### config.mk
export PLATFORM = sky130hd
export DESIGN_NAME = keypad_scan_flat
export DESIGN_NICKNAME = d
export VERILOG_FILES = /design/src/rtl/keypad_if.sv /design/src/rtl/keypad_scan.sv /design/src/flat_wrapper.sv
export SDC_FILE = /design/constraint.sdc
export NUM_CORES = 1
export LEC_CHECK = 0
export CAP_MARGIN = 20
export CORE_MARGIN = 2
export CORE_UTILIZATION = 54
export CTS_CLUSTER_DIAMETER = 80
export DETAILED_ROUTE_END_ITERATION = 12
export PLACE_DENSITY = 0.77
export SYNTH_ARGS = -nofsm -noshare
export SYNTH_HDL_FRONTEND = slang
export SYNTH_SLANG_ARGS = --single-unit
### constraint.sdc
create_clock -name clk -period 4.13 [get_ports clk]
set_input_delay 0.6195 -clock clk [delete_from_list [all_inputs] [get_ports clk]]
set_output_delay 0.6195 -clock clk [all_outputs]
set_load 0.01 [all_outputs]
### src/rtl/keypad_if.sv
// Keypad matrix signal bundle: row sense inputs, column drive and the
// debounced key report consumed by the date/month setting stage.
interface keypad_if;
    logic [3:0] row_n;
    logic [3:0] col_n;
    logic [3:0] key_code;
    logic       pressed;
    logic       key_valid;

    modport slave (
        input  row_n,
        output col_n,
        output key_code,
        output pressed,
        output key_valid
    );

    modport master (
        output row_n,
        input  col_n,
        input  key_code,
        input  pressed,
        input  key_valid
    );
endinterface

### src/rtl/keypad_scan.sv
// 4x4 keypad scanner: rotates an active-low column strobe, debounces a press
// on the driven column and reports one pulse per accepted press.
module keypad_scan #(
    parameter int SCAN_DIV   = 1000,
    parameter int DEBOUNCE_N = 4
) (
    input  logic     clk,
    input  logic     rst,
    keypad_if.slave  kp
);
    localparam int DW = $clog2(SCAN_DIV);
    localparam int CW = $clog2(DEBOUNCE_N + 1);
    localparam logic [DW-1:0] DWELL_LAST = DW'(SCAN_DIV - 1);
    localparam logic [CW-1:0] DB_LAST    = CW'(DEBOUNCE_N);
    localparam logic [CW-1:0] CNT_ONE    = CW'(1);

    typedef enum logic [1:0] {
        ST_SCAN     = 2'd0,
        ST_DEBOUNCE = 2'd1,
        ST_HELD     = 2'd2,
        ST_RELEASE  = 2'd3
    } state_e;

    state_e        state_q, state_d;
    logic [DW-1:0] dwell_q, dwell_d;
    logic [3:0]    col_n_q, col_n_d;
    logic [1:0]    row_q, row_d;
    logic [CW-1:0] match_q, match_d;
    logic [CW-1:0] rel_q, rel_d;
    logic [3:0]    key_code_q, key_code_d;
    logic          pressed_q, pressed_d;
    logic          key_valid_q, key_valid_d;
    logic          sample_s;
    logic          row_high_s;
    logic [3:0]    col_next_s;

    function automatic logic [1:0] lowest_row(input logic [3:0] rn);
        logic [1:0] r;
        if (!rn[0]) begin
            r = 2'd0;
        end else if (!rn[1]) begin
            r = 2'd1;
        end else if (!rn[2]) begin
            r = 2'd2;
        end else begin
            r = 2'd3;
        end
        return r;
    endfunction

    function automatic logic [1:0] col_index(input logic [3:0] cn);
        logic [1:0] c;
        case (cn)
            4'b1110: c = 2'd0;
            4'b1101: c = 2'd1;
            4'b1011: c = 2'd2;
            4'b0111: c = 2'd3;
            default: c = 2'd0;
        endcase
        return c;
    endfunction

    assign sample_s   = (dwell_q == DWELL_LAST);
    assign row_high_s = kp.row_n[row_q];
    assign col_next_s = {col_n_q[2:0], col_n_q[3]};

    // Next-state and output decode for the scan/debounce FSM
    always_comb begin
        state_d     = state_q;
        dwell_d     = sample_s ? '0 : dwell_q + 1'b1;
        col_n_d     = col_n_q;
        row_d       = row_q;
        match_d     = match_q;
        rel_d       = rel_q;
        key_code_d  = key_code_q;
        pressed_d   = 1'b0;
        key_valid_d = key_valid_q;

        case (state_q)
            ST_SCAN: begin
                if (!sample_s) begin
                    state_d = ST_SCAN;
                end else if (kp.row_n == 4'hF) begin
                    col_n_d = col_next_s;
                end else if (DB_LAST == CNT_ONE) begin
                    // Single-sample debounce: the detection sample accepts.
                    row_d       = lowest_row(kp.row_n);
                    key_code_d  = {lowest_row(kp.row_n), col_index(col_n_q)};
                    pressed_d   = 1'b1;
                    key_valid_d = 1'b1;
                    match_d     = '0;
                    state_d     = ST_HELD;
                end else begin
                    row_d   = lowest_row(kp.row_n);
                    match_d = CNT_ONE;
                    state_d = ST_DEBOUNCE;
                end
            end
            ST_DEBOUNCE: begin
                if (!sample_s) begin
                    state_d = ST_DEBOUNCE;
                end else if (row_high_s) begin
                    match_d = '0;
                    col_n_d = col_next_s;
                    state_d = ST_SCAN;
                end else if ((match_q + CNT_ONE) == DB_LAST) begin
                    key_code_d  = {row_q, col_index(col_n_q)};
                    pressed_d   = 1'b1;
                    key_valid_d = 1'b1;
                    match_d     = '0;
                    state_d     = ST_HELD;
                end else begin
                    match_d = match_q + CNT_ONE;
                end
            end
            ST_HELD: begin
                if (!sample_s || !row_high_s) begin
                    state_d = ST_HELD;
                end else if (DB_LAST == CNT_ONE) begin
                    key_valid_d = 1'b0;
                    col_n_d     = col_next_s;
                    state_d     = ST_SCAN;
                end else begin
                    rel_d   = CNT_ONE;
                    state_d = ST_RELEASE;
                end
            end
            ST_RELEASE: begin
                if (!sample_s) begin
                    state_d = ST_RELEASE;
                end else if (!row_high_s) begin
                    rel_d   = '0;
                    state_d = ST_HELD;
                end else if ((rel_q + CNT_ONE) == DB_LAST) begin
                    rel_d       = '0;
                    key_valid_d = 1'b0;
                    col_n_d     = col_next_s;
                    state_d     = ST_SCAN;
                end else begin
                    rel_d = rel_q + CNT_ONE;
                end
            end
            default: begin
                state_d = ST_SCAN;
            end
        endcase
    end

    // State and output registers with synchronous reset
    always_ff @(posedge clk) begin
        if (rst) begin
            state_q     <= ST_SCAN;
            dwell_q     <= '0;
            col_n_q     <= 4'b1110;
            row_q       <= 2'd0;
            match_q     <= '0;
            rel_q       <= '0;
            key_code_q  <= 4'd0;
            pressed_q   <= 1'b0;
            key_valid_q <= 1'b0;
        end else begin
            state_q     <= state_d;
            dwell_q     <= dwell_d;
            col_n_q     <= col_n_d;
            row_q       <= row_d;
            match_q     <= match_d;
            rel_q       <= rel_d;
            key_code_q  <= key_code_d;
            pressed_q   <= pressed_d;
            key_valid_q <= key_valid_d;
        end
    end

    assign kp.col_n     = col_n_q;
    assign kp.key_code  = key_code_q;
    assign kp.pressed   = pressed_q;
    assign kp.key_valid = key_valid_q;
endmodule

### src/flat_wrapper.sv
// flat-port wrapper written by rule: the top's interface ports become plain ports
module keypad_scan_flat 
#(
    parameter int SCAN_DIV   = 1000,
    parameter int DEBOUNCE_N = 4
)
  (clk, rst, kp_row_n, kp_col_n, kp_key_code, kp_pressed, kp_key_valid);
  keypad_if kp_i ();
  input  logic clk;
  input  logic rst;
  input wire logic [$bits(kp_i.row_n)-1:0] kp_row_n;
  output wire logic [$bits(kp_i.col_n)-1:0] kp_col_n;
  output wire logic [$bits(kp_i.key_code)-1:0] kp_key_code;
  output wire logic [$bits(kp_i.pressed)-1:0] kp_pressed;
  output wire logic [$bits(kp_i.key_valid)-1:0] kp_key_valid;
  assign kp_i.row_n = kp_row_n;
  assign kp_col_n = kp_i.col_n;
  assign kp_key_code = kp_i.key_code;
  assign kp_pressed = kp_i.pressed;
  assign kp_key_valid = kp_i.key_valid;
  keypad_scan #(.SCAN_DIV(SCAN_DIV), .DEBOUNCE_N(DEBOUNCE_N)) u_core (.clk(clk), .rst(rst), .kp(kp_i));
endmodule
==> metrics <==
status completed; Worst Tran Pin Value around 0.91 ns; synthesis-stage register bit count 30; Clock Tree Buf Depth 2; I/O pin total 16; Reg clk slew, reported paths 0.09 ns; die area about 3200 sq um; fin crit period 2.20 ns; first-pass GRT wire length slightly above 5 mm; LEAKAGE a little over 0.6 nW; fin crit share 53.3%; synthesized cell area ~1500 sq um; RSZ-0062 raised after global routing no; Pwr Total just under 0.5 mW; synth unique cells 42; Die Wd about 57 um; share of layout cells above drive strength 1 9.09%; Post-synth EDFFs 0; Setup Skew between 0.003 and 0.004 ns; TritonCTS clock tree done; Slowest-stage cell, CP clkdlybuf4s50_1; post-cts hold buffer count 0; Post-Place Setup Slack 1.58 ns; register area share after synthesis 40.1%; Startpoint Class input pin; total number of vias about 1,300; CTS root buffer clkbuf_4; antenna violations before repair 0; Setup CP Type in2reg; largest net degree at the start of global routing 27; Final #Nets roughly 200; Initial Util 55.8%; ys async rst share 0%; Post-Route WL approximately 3.0 mm; CORE AREA around 2700 sq um; global placement routability congestion ~0.82; Slew headroom a little under 40%; IO Port Bufs 15; post-cts sizing count 0; pwr/cell area a little under 300 nW/um^2; critical-path cell list clkdlybuf4s50_1 > mux2_2 > o22ai_2 > and3_1 > mux2i_1 > nor2_1; Ant. Diodes 0; post-DP HPWL between 2 and 2.5 mm; routed vias/inst 5.79; Die Span Y approximately 57 um; Area Overhead vs Synth 14.7%; Fillers ~240; total of max-cap violations 0; total CTS buffers 5; Worst setup EP type flop; Worst EP required 4.33 ns; Clk Latency, worst-skew pair between 0.3 and 0.4 ns; Worst Setup Slack, final 1.93 ns; ys flop type dfxtp_1; CP peak stage delay ~0.48 ns; global route overflow 0; Max Slew Vio Count 0; WL per Instance around 14 um; DR iter-0 viols 86; setup_tns 0 ns; maximum clock rate about 0.45 GHz; CP Max Fanout 7; final setup vio count 0; # DRC 0; CTS H-tree depth 2; post-CTS setup buffers 0; vias in the first global route approximately 1,200; Post-Syn Instances 171; Total GRT Usage between 20% and 30%; Worst Path Arrival 2.40 ns; Syn Area/Cell between 8 and 9 sq um; Post-Syn Nets approximately 180; Antenna Violating Nets Remaining 0; DRT Pass-1 Iters 4; Hold Path Class reg2reg; row cnt 19; maximum vdd ir drop about 0.0003 V; Hold Vio Cnt, Final 0; Ys Warns 0; total clock sinks 30
-- cells in the mapped netlist, types with 2 or more instances --
cell type	count	share of area (%)
dfxtp_1	30	40
nor2_1	19	4.8
a21oi_1	18	6.0
nand2_1	15	3.8
o21ai_0	8	2.7
xor2_1	6	3.5
and3_1	5	2.1
clkbuf_1	5	1.3
ha_1	5	4.2
nor3_1	5	1.7
inv_1	4	1.0
nand3_1	4	1.3
nand4_1	4	1.7
xnor2_1	4	2.3
mux2i_1	3	2.0
nand2b_1	3	1.3
and2_1	2	0.84
buf_2	2	0.67
mux2_2	2	1.5
nand4b_1	2	1.2
nor3b_1	2	1.0
or3_1	2	0.84
or4_1	2	1.0
-- where the power goes --
group	switching, mW	total (mW)	leakage (nW)	internal (mW)
registers	0.00175	0.293	0.242	0.291
logic	0.0121	0.0213	0.332	0.00916
clock network	0.100	0.182	0.0353	0.0823
total	0.114	0.497	0.609	0.383
-- state kept, by name, summed over array words and instances, names as in the netlist --
| register | flops |
|---|---|
| u_core.kp.key_code | 4 |
| u_core.kp.pressed | 1 |
| u_core.row_q | 2 |
| u_core.kp.col_n | 4 |
| u_core.kp.key_valid | 1 |
| u_core.state_q | 2 |
| u_core.dwell_q | 10 |
| u_core.match_q | 3 |
| u_core.rel_q | 3 |
-- cells in the final DEF, fill, tap and decap left out, types with 5 or more instances in the layout --
cell type	count
clkbuf_4	5
nor2_1	19
and3_1	5
nor3_1	5
xor2_1	6
clkdlybuf4s50_1	15
ha_1	5
dfxtp_1	30
nand2_1	15
a21oi_1	18
o21ai_0	8
-- final timing paths --
kind	end	depth (start not counted)	from	slack [ns]
worst max-delay path	u_core.kp.key_code[3]	6	kp_row_n[1]	1.93
worst min-delay path	u_core.dwell_q[0]	1	u_core.dwell_q[0]	0.45
worst max register to register	u_core.kp.key_code[3]	5	u_core.state_q[0]	1.96
worst min register to register	u_core.dwell_q[0]	1	u_core.dwell_q[0]	0.45
-- metal layers --
layer	up-vias	global-route usage, %	routed length [um]
met3	7	8.29	128
met1	590	22.9	1230
met4	0	8.84	55
li1	644	-	-
met2	22	36.2	1560
met5	-	0	0
-- per-stage QoR --
| step | cell area [sq um] | std cells | util, % | hold slack [ns] |
|---|---|---|---|---|
| 3_5_place_dp | 1660 | 210 | 61.7 | 0.447 |
| 2_1_floorplan | 1500 | 171 | - | 0.413 |
| 4_1_cts | 1720 | 218 | 63.9 | 0.458 |
| 5_1_grt | 1720 | 218 | 63.9 | 0.473 |
| 3_3_place_gp | 1660 | 210 | 61.7 | 0.425 |
| 6_report | 1720 | 218 | 63.9 | 0.451 |
-- layout make-up --
class | instances | area, sq um | area share, %
Multi-Input combinational cell | 130 | 853 | 49.7
Tap cell | 31 | 38.8 | 2.26
Timing Repair Buffer | 15 | 150 | 8.74
Inverter | 4 | 15.0 | 0.874
Clock buffer | 7 | 55.1 | 3.20
Sequential cell | 30 | 601 | 35.0
Clock inverter | 1 | 5.00 | 0.291
-- kinds of logic after synthesis --
| kind of cell | count (synthesis) | share of synthesized area [%] |
|---|---|---|
| and+or+nand+nor | 74 | 28.2 |
| xor gates and xnor gates | 10 | 5.85 |
| DFF | 30 | 40.1 |
| adders and majority gates | 5 | 4.18 |
| AOI/OAI and AO/OA | 35 | 13.7 |
| muxes | 6 | 5.01 |
| buffers and inverters | 11 | 2.92 |
-- worst max-delay path, delay by kind of cell --
family	cells	cell delay (ns)
compound gates	1	0.37
mux	2	0.52
buf+inv	1	0.48
simple gates	2	0.41
No activity file was read; power rests on OpenSTA's default activity.
